File: src/rtl/ngc_capture_if.sv
// ---------------------------------------------------------------------------
// ngc_capture_if
// Result handshake between the input-capture block and its consumer
// (register bank, FIFO, ...).
//
//   capture_value : measured cycle count, WIDTH bits      (master -> slave)
//   capture_valid : capture_value holds an unconsumed result (master -> slave)
//   capture_ready : consumer accepts the result this cycle  (slave -> master)
//
// A transfer happens on a clock edge where capture_valid and capture_ready
// are both high.
// ---------------------------------------------------------------------------
interface ngc_capture_if #(
    parameter int WIDTH = 16
);
    logic [WIDTH-1:0] capture_value;
    logic             capture_valid;
    logic             capture_ready;

    modport master (
        output capture_value,
        output capture_valid,
        input  capture_ready
    );

    modport slave (
        input  capture_value,
        input  capture_valid,
        output capture_ready
    );
endinterface

File: src/rtl/ngc_capture.sv
// ---------------------------------------------------------------------------
// ngc_capture
// Input-capture / period-measurement block. sig_in is synchronized, its
// edges are detected, and the number of clocks between a start edge and a
// stop edge is counted and handed to a consumer through a one-entry slot.
//
// Ports
//   clk, rst       : clock, synchronous active-high reset
//   enb            : 1 = measure, 0 = return to IDLE (pending result kept)
//   mode           : 0 = period (rise->rise), 1 = high width (rise->fall)
//   one_shot       : 1 = stop after the first capture until enb drops
//   sig_in         : asynchronous input under measurement
//   timeout_value  : abort a measurement when the count reaches it; 0 = off
//   cap            : result handshake (capture_value/valid/ready)
//   overrun        : sticky, a result was dropped because the slot was full
//   timeout        : one-cycle pulse when a measurement is aborted
//   busy           : high while a measurement is in progress
// ---------------------------------------------------------------------------
module ngc_capture #(
    parameter int WIDTH       = 16,
    parameter int SYNC_STAGES = 2
) (
    input  logic             clk,
    input  logic             rst,
    input  logic             enb,
    input  logic             mode,
    input  logic             one_shot,
    input  logic             sig_in,
    input  logic [WIDTH-1:0] timeout_value,
    ngc_capture_if.master    cap,
    output logic             overrun,
    output logic             timeout,
    output logic             busy
);

    typedef enum logic [1:0] {
        IDLE    = 2'd0,
        ARMED   = 2'd1,
        MEASURE = 2'd2,
        DONE    = 2'd3
    } state_t;

    state_t                 state;
    logic [SYNC_STAGES-1:0] sync_p;
    logic                   s_prev;
    logic [WIDTH-1:0]       cnt;
    logic                   mode_q;

    logic s;
    logic rise;
    logic fall;
    logic stop_edge;
    logic tmo_hit;
    logic result;

    // Count up, holding at all-ones so an over-long interval reads as max.
    function automatic logic [WIDTH-1:0] sat_inc(input logic [WIDTH-1:0] v);
        return (&v) ? v : v + WIDTH'(1);
    endfunction

    // Edge detect on the synchronized level. The history flop runs in every
    // state, so a level already high at enable never looks like a rise.
    assign s    = sync_p[SYNC_STAGES-1];
    assign rise = s & ~s_prev;
    assign fall = ~s & s_prev;

    assign stop_edge = (state == MEASURE) && (mode_q ? fall : rise);
    // A stop edge in the same cycle takes precedence over the timeout.
    assign tmo_hit   = (state == MEASURE) && !stop_edge &&
                       (timeout_value != '0) && (cnt == timeout_value);
    assign result    = enb && stop_edge;
    assign busy      = (state == MEASURE);

    always_ff @(posedge clk) begin
        if (rst) begin
            state             <= IDLE;
            cnt               <= '0;
            mode_q            <= 1'b0;
            sync_p            <= '0;
            s_prev            <= 1'b0;
            cap.capture_value <= '0;
            cap.capture_valid <= 1'b0;
            overrun           <= 1'b0;
            timeout           <= 1'b0;
        end else begin
            // ---- stage: synchronizer and edge history ----
            sync_p  <= {sync_p[SYNC_STAGES-2:0], sig_in};
            s_prev  <= s;
            timeout <= 1'b0;

            // ---- stage: output slot ----
            // The slot is free when empty or draining this same cycle.
            if (result) begin
                if (!cap.capture_valid || cap.capture_ready) begin
                    cap.capture_value <= cnt;
                    cap.capture_valid <= 1'b1;
                end else begin
                    overrun <= 1'b1;
                end
            end else if (cap.capture_valid && cap.capture_ready) begin
                cap.capture_valid <= 1'b0;
            end

            // ---- stage: measurement control ----
            if (!enb) begin
                state   <= IDLE;
                cnt     <= '0;
                overrun <= 1'b0;
            end else begin
                case (state)
                    IDLE: state <= ARMED;
                    ARMED: begin
                        if (rise) begin
                            state  <= MEASURE;
                            cnt    <= WIDTH'(1);
                            mode_q <= mode;
                        end
                    end
                    MEASURE: begin
                        if (stop_edge) begin
                            if (one_shot) begin
                                state <= DONE;
                                cnt   <= '0;
                            end else if (!mode_q) begin
                                // The stop rise is also the next start rise.
                                cnt <= WIDTH'(1);
                            end else begin
                                state <= ARMED;
                                cnt   <= '0;
                            end
                        end else if (tmo_hit) begin
                            timeout <= 1'b1;
                            cnt     <= '0;
                            state   <= ARMED;
                        end else begin
                            cnt <= sat_inc(cnt);
                        end
                    end
                    DONE: state <= DONE;
                    default: state <= IDLE;
                endcase
            end
        end
    end

endmodule

File: src/flat_wrapper.sv
// flat-port wrapper written by rule: the top's interface ports become plain ports
module ngc_capture_flat 
#(
    parameter int WIDTH       = 16,
    parameter int SYNC_STAGES = 2
)
  (clk, rst, enb, mode, one_shot, sig_in, timeout_value, overrun, timeout, busy, cap_capture_value, cap_capture_valid, cap_capture_ready);
  ngc_capture_if #(.WIDTH(WIDTH)) cap_i ();
  input  logic clk;
  input  logic rst;
  input  logic enb;
  input  logic mode;
  input  logic one_shot;
  input  logic sig_in;
  input  logic [WIDTH-1:0] timeout_value;
  output logic overrun;
  output logic timeout;
  output logic busy;
  output wire logic [$bits(cap_i.capture_value)-1:0] cap_capture_value;
  output wire logic [$bits(cap_i.capture_valid)-1:0] cap_capture_valid;
  input wire logic [$bits(cap_i.capture_ready)-1:0] cap_capture_ready;
  assign cap_capture_value = cap_i.capture_value;
  assign cap_capture_valid = cap_i.capture_valid;
  assign cap_i.capture_ready = cap_capture_ready;
  ngc_capture #(.WIDTH(WIDTH), .SYNC_STAGES(SYNC_STAGES)) u_core (.clk(clk), .rst(rst), .enb(enb), .mode(mode), .one_shot(one_shot), .sig_in(sig_in), .timeout_value(timeout_value), .cap(cap_i), .overrun(overrun), .timeout(timeout), .busy(busy));
endmodule
File: config.mk
export PLATFORM = sky130hd
export DESIGN_NAME = ngc_capture_flat
export DESIGN_NICKNAME = d
export VERILOG_FILES = /design/src/rtl/ngc_capture_if.sv /design/src/rtl/ngc_capture.sv /design/src/flat_wrapper.sv
export SDC_FILE = /design/constraint.sdc
export NUM_CORES = 1
export LEC_CHECK = 0
export ABC_CLOCK_PERIOD_IN_PS = 5810
export CORE_MARGIN = 3
export CORE_UTILIZATION = 34
export CTS_CLUSTER_DIAMETER = 100
export CTS_CLUSTER_SIZE = 12
export DETAILED_ROUTE_END_ITERATION = 10
export SYNTH_ARGS = -nofsm -noshare
export SYNTH_HDL_FRONTEND = slang
export SYNTH_SLANG_ARGS = --single-unit
File: constraint.sdc
create_clock -name clk -period 5.81 [get_ports clk]
set_clock_uncertainty 0.1 [all_clocks]
set_input_delay 1.162 -clock clk [delete_from_list [all_inputs] [get_ports clk]]
set_output_delay 1.162 -clock clk [all_outputs]
set_load 0.05 [all_outputs]
==> flow_metrics.env <==
export IMPL_end_kind="flop"
export IMPL_final_cell_mix="nand2_1 (47), clkdlybuf4s50_1 (42), dfxtp_1 (41)"
export IMPL_via_per_inst=5.29
export IMPL_seq_area_frac_synth_pct=37.7
export IMPL_cts_inserted_buffers=5
export IMPL_cts_root_buf="clkbuf_8"
export IMPL_core_sq_mm=0.00606
export IMPL_holdWs_ns=0.344
export IMPL_muxShareOfSynthArea_pct=0.460
export IMPL_p_seq_share_pct=54.4
export IMPL_netSwitchingPower_mw=0.133
export IMPL_status="finished clean"
export IMPL_worstSetupPathType="in -> reg"
export IMPL_r2r_start="u_core.cnt[0]$_SDFFE_PP0P_"
export IMPL_gr_total_overflow=0
export IMPL_path_cells="clkdlybuf4s50_1, nor2b_1, nand2_1, a21oi_1, o21ai_0, o41ai_1"
export IMPL_critPathLaunchType="primary input"
export IMPL_layout_commonest_cell="nand2_1"
export IMPL_die_width_microns=86.0
export IMPL_required_ns=5.90
export IMPL_ys_seq_elements=41
export IMPL_ys_types=46
export IMPL_drtPass1Iterations=4
export IMPL_postLayoutCoreUtil_pct=44.2
export IMPL_drcViolationCount=0
export IMPL_synth_area_sq_mm=0.00218
export IMPL_critPathMaxFanout=23
export IMPL_cp_top_family="compound AO/OA/AOI/OAI gates"
export IMPL_port_buffers=42
export IMPL_pwr_share_clk_pct=35.6
export IMPL_p_int_mw=0.392
export IMPL_ioPinCount=43
export IMPL_ys_dominant_reg_cell="dfxtp_1"
export IMPL_wl_microns=5740
export IMPL_placed_cells=379
export IMPL_synth_compound_area_share_pct=19.2
export IMPL_fin_setup_tns_ns=0
export IMPL_final_nets=338
export IMPL_arrival_ns=3.74
export IMPL_power_density_mw_per_mm2=196
export IMPL_clock_path_buffers=2
export IMPL_area_growth_pct=22.9
export IMPL_cts_hold_buffers=0
export IMPL_fin_crit_ns=3.65
export IMPL_async_flop_share_pct=0
export IMPL_crit_path_top_delay_cell="clkdlybuf4s50_1"
export IMPL_antennaDiodeCount=0
export IMPL_worst_r2r_setup_slack_ns=3.23
export IMPL_r2r_end="u_core.cnt[0]$_SDFFE_PP0P_"
export IMPL_switching_share_pct=25.4
export IMPL_post_cts_buffers=0
export IMPL_fp_dieH_microns=86.0
export IMPL_nFillCells=620
export IMPL_cp_num_buf_inv=1
export IMPL_path_depth=6
export IMPL_syn_avg_cell_area_sq_um=7.78
export IMPL_yosys_warnings=0
export IMPL_dieArea_sq_mm=0.00740
export IMPL_numClockSinks=41
export IMPL_finalSetupViolations=0
export IMPL_seq_area_sq_um=821
export IMPL_first_global_vias=1965
export IMPL_drv_slew=0
export IMPL_dp_hpwl_microns=4230
export IMPL_finalPower_mw=0.525
export IMPL_synth_simple_area_share_pct=27.7
export IMPL_postRouteAntennaNets=0
export IMPL_slew_headroom_pct=25.3
export IMPL_start_util_pct=35.9
export IMPL_cts_htree_levels=2
export IMPL_fin_cells=387
export IMPL_hold_viol_final=0
export IMPL_drt_wirelength_per_cell_microns=14.8
export IMPL_vias=2049
export IMPL_combPwrFrac_pct=10.0
export IMPL_insertion_delay_ns=0.29
export IMPL_power_leakage_nw=0.896
export IMPL_postCtsResizedCells=0
export IMPL_rsz0062_at_grt="false"
export IMPL_synth_top_family_by_area="simple AND/OR/NAND/NOR gates"
export IMPL_fin_crit_sh_pct=62.9
export IMPL_worst_pin_slew_ns=1.12
export IMPL_synthCells=280
export IMPL_clk_pin_slew_ns=0.08
export IMPL_rows=28
export IMPL_track_usage_pct=15.7
export IMPL_detailedRoute_firstIterationViolations=113
export IMPL_peakVddDrop_uv=125
export IMPL_hp_class="reg -> reg"
export IMPL_maxCapViolCount=0
export IMPL_slowest_delay_ns=0.86
export IMPL_grt_pass1_wl_microns=9490
export IMPL_synthXorXnorAreaFrac_pct=6.43
export IMPL_multi_input_area_sq_mm=0.00122
export IMPL_synth_fp_nets=307
export IMPL_startpoint="rst"
export IMPL_synth_edff_count=0
export IMPL_fmax_mhz=274
export IMPL_cts_tree="yes"
export IMPL_crit_end="u_core.state[1]$_SDFFE_PP0P_"
export IMPL_grt_start_max_net_pins=24
export IMPL_antenna_found_initial=0
export IMPL_synth_fa_ha_area_share_pct=2.30
export IMPL_r2r_cells=7
export IMPL_place_congestion=0.889
export IMPL_drive_gt1_share_pct=3.53
## synthesized netlist by cell type, types with 7 or more instances
cell      n  area (sq um)
a21o_1    7          52.6
a21oi_1  27           135
buf_2     7          35.0
dfxtp_1  41           821
inv_1     9          33.8
nand2_1  47           176
nand3_1  12          60.1
nand4_1   8          50.1
nor2_1   13          48.8
nor4_1    8          50.1
o21ai_0  14          70.1
xnor2_1   8          70.1
xor2_1    8          70.1
## worst min-delay path by stage
stage,slack [ns],cells after the start,endpoint,start
6_report,0.34,1,u_core.sync_p[1]$_SDFF_PP0_,u_core.sync_p[0]$_SDFF_PP0_
5_1_grt,0.36,1,u_core.sync_p[1]$_SDFF_PP0_,u_core.sync_p[0]$_SDFF_PP0_
4_1_cts,0.35,1,u_core.sync_p[1]$_SDFF_PP0_,u_core.sync_p[0]$_SDFF_PP0_
3_5_place_dp,0.33,1,u_core.sync_p[1]$_SDFF_PP0_,u_core.sync_p[0]$_SDFF_PP0_
3_3_place_gp,0.32,1,u_core.sync_p[1]$_SDFF_PP0_,u_core.sync_p[0]$_SDFF_PP0_
2_1_floorplan,0.31,1,u_core.sync_p[1]$_SDFF_PP0_,u_core.sync_p[0]$_SDFF_PP0_
## cell families after synthesis
family,after synthesis
compound gates,69
flops,41
buf+inv,27
simple gates,122
xor+xnor,16
fa+ha+maj,4
mux,1
## metal layers
| layer | track usage (%) | vias up | share of wire (%) | wire length, microns |
|---|---|---|---|---|
| li1 | - | 1050 | - | - |
| met1 | 20.9 | 943 | 49 | 2800 |
| met2 | 26.0 | 48 | 47 | 2670 |
| met3 | 3.55 | 8 | 3.9 | 225 |
| met4 | 3.31 | 0 | 0.73 | 42 |
| met5 | 0 | - | 0 | 0 |
## metrics by stage
stage / cell area, sq um / setup slack [ns]
finish: 2680 / 2.16
global route: 2680 / 1.95
CTS: 2680 / 2.19
detailed placement: 2590 / 1.89
global placement: 2590 / 2.03
floorplan: 2180 / 3.00
## layout make-up
class                           count  share of cell area, %
Tap cell                           75                   3.51
Clock inverter                      3                  0.655
Inverter                            9                   1.26
Timing Repair Buffer               42                   15.7
Sequential cell                    41                   30.7
Multi-Input combinational cell    212                   45.6
Clock buffer                        5                   2.57
## power groups by stage
stage                     logic, mW  clock network, mW  registers (mW)
final                        0.0525              0.187           0.286
after global routing         0.0576              0.203           0.286
after CTS                    0.0527              0.192           0.286
after detailed placement     0.0524                  0           0.292
after global placement       0.0523                  0           0.292
after floorplan              0.0285                  0           0.291
## worst reg2reg max path: cells and delay by family, from the launching register on
| kind | cells | cell delay (ns) |
|---|---|---|
| and+or+nand+nor | 3 | 0.78 |
| DFF | 1 | 0.57 |
| AOI/OAI and AO/OA | 2 | 0.45 |
| adders and majority gates | 1 | 0.32 |
| muxes | 1 | 0.25 |
## registers in the layout (all words and copies together) (netlist names)
name and flops:
u_core.s_prev 1, u_core.mode_q 1, u_core.sync_p 2, u_core.cnt 16, u_core.timeout 1, u_core.cap.capture_valid 1, u_core.cap.capture_value 16, u_core.overrun 1
u_core.state 2
(Power assumes the default switching activity.)
==> edit, RTL diff (config.mk and constraints unchanged) <==
Register the output `overrun` once more, with the module's reset; this adds one clock of latency there. The other outputs are not delayed to match.
--- a/src/rtl/ngc_capture.sv
+++ b/src/rtl/ngc_capture.sv
@@ -42,2 +42,4 @@
 
+    logic overrun_s0;
+
     state_t                 state;
@@ -82,3 +84,3 @@
             cap.capture_valid <= 1'b0;
-            overrun           <= 1'b0;
+            overrun_s0        <= 1'b0;
             timeout           <= 1'b0;
@@ -97,3 +99,3 @@
                 end else begin
-                    overrun <= 1'b1;
+                    overrun_s0 <= 1'b1;
                 end
@@ -107,3 +109,3 @@
                 cnt     <= '0;
-                overrun <= 1'b0;
+                overrun_s0 <= 1'b0;
             end else begin
@@ -145,2 +147,10 @@
 
+    always_ff @(posedge clk) begin
+        if (rst) begin
+            overrun <= '0;
+        end else begin
+            overrun <= overrun_s0;
+        end
+    end
+
 endmodule
Behaviour: not the same (a bounded check fails within 10 cycles, from zero or initial values and one cycle with rst high).
==> edit against the original RTL <==
Synthesized area shrank 1.1%. Worst setup slack gained 290 ps. Total power grew 4.6%. Critical path type unchanged. Register-to-register slack gained 200 ps. Sequential cell count grew 1. Wire length shrank 6.1%. Cell area grew 0.89%.
==> edit: results <==
metrics = {
    "run_status": {
        "status": "complete, no violations",
    },
    "clocking": {
        "clkLatencyLatePin_ps": 300,
        "h-tree-depth": 2,
        "cts_resized": 0,
        "clock_path_buffers": 2,
        "clkSlewWorstSetupHoldPaths_ps": 80,
        "post_cts_buffers": 0,
        "cts-root-buf": "clkbuf_8",
        "numCtsBuffers": 5,
    },
    "timing": {
        "hold_viol_final": 0,
        "worst_pin_slew_ps": 893,
    },
    "worst_setup_path": {
        "crit_arrival_ps": 3480,
        "critPathMaxStageDelay_ps": 880,
        "worstPathMaxFanout": 24,
        "critPathSlowestCell": "clkdlybuf4s50_1",
    },
    "pwr": {
        "ir_drop_mv": 0.0973,
        "p_int_mw": 0.414,
        "leakage_nw": 1.03,
    },
    "synthesis": {
        "yosys_warnings": 0,
        "synth-main-ff-cell": "dfxtp_1",
        "ys_seq_area_share_pct": 39.0,
        "ys_top_cells_by_area": "dfxtp_1, mux2i_1, nor2_1",
        "yosysUniqueCellTypes": 51,
        "synth_nets": 263,
        "synthTopCellsByCount": "dfxtp_1, nor2_1, mux2i_1, nand2_1",
        "async_flop_share_pct": 0,
    },
    "grt": {
        "grt_first_pass_wirelength_um": 9050,
        "grt_usage_pct": 15.4,
        "grt_max_degree": 25,
        "first_global_vias": 1794,
        "antenna_found_initial": 0,
    },
    "final_layout": {
        "largestRegisters": "u_core.cap.capture_value x16, u_core.cnt x16",
        "diodes": 0,
        "drive_above_1_share_pct": 8.70,
        "fin_nets": 302,
    },
    "place": {
        "portBuffers": 42,
        "place.gp.congestion": 0.834,
        "dp_hpwl_um": 3910,
        "dpl_cell_area_mm2": 0.00261,
        "pre_cts_slack_ps": 2130,
    },
    "detailed_routing": {
        "drt_wl_total_um": 5390,
        "viasPerCell": 5.30,
        "dr.pass1.iters": 4,
        "dr.first_iter.drc_count": 111,
    },
    "min_path": {
        "hold_class": "register to register",
    },
}
[edit: per-stage QoR]
step           total power, mW  hold WS [ps]  cells
2_1_floorplan            0.333           314    236
3_3_place_gp             0.359           324    343
3_5_place_dp             0.359           324    343
5_1_grt                  0.568           355    351
4_1_cts                  0.555           344    351
6_report                 0.550           345    351
[edit: cell families (layout without fill, tap and decap cells)]
logic type                 count (synthesis)  in the layout  synth area share [%]
and+or+nand+nor                           97             97                  24.3
AOI/OAI and AO/OA                         44             44                  15.9
DFF                                       42             42                  39.0
xor gates and xnor gates                  17             17                  6.91
muxes                                     17             17                  7.90
buffers and inverters                     15             55                  3.66
adders and majority gates                  4              4                  2.32
[edit: final cells by class]
class                   count  area, um^2
fillers                   620        3330
multi-input cells         179        1230
flip-flops and latches     42         841
repair buffers             42         420
well taps                  75        93.8
clock buffers               7        86.3
inverters                   5        18.8
clock inverters             1        5.00
[edit: power groups by stage]
stage	Sequential (mW)	Clock (mW)	Combinational [mW]
5_1_grt	0.294	0.210	0.0647
2_1_floorplan	0.298	0	0.0352
3_5_place_dp	0.300	0	0.0591
6_report	0.293	0.197	0.0590
4_1_cts	0.293	0.202	0.0595
3_3_place_gp	0.300	0	0.0589
[edit: worst paths after layout]
path | start | end | slack (ps) | cells past startpoint
worst min-delay path | u_core.sync_p[0]$_SDFF_PP0_ | u_core.sync_p[1]$_SDFF_PP0_ | 350 | 1
worst min register to register | u_core.sync_p[0]$_SDFF_PP0_ | u_core.sync_p[1]$_SDFF_PP0_ | 350 | 1
worst max-delay path | rst | u_core.cnt[6]$_SDFFE_PP0P_ | 2440 | 6
worst max register to register | u_core.cnt[0]$_SDFFE_PP0P_ | u_core.cnt[4]$_SDFFE_PP0P_ | 3430 | 6
[edit: worst max-delay path: cells and delay by family]
| family | cells | cell delay (ps) |
|---|---|---|
| buf+inv | 1 | 880 |
| simple gates | 1 | 460 |
| compound gates | 4 | 970 |
[edit: metal layers]
metal  part of all wire, %  vias up  wire length [um]  GRT usage (%)
li1                      -      930                 -              -
met2                    47       40              2510           24.6
met1                    48      883              2600           20.9
met5                     0        -                 0              0
met3                   4.2        6               225           3.17
met4                   1.0        0                55           4.60
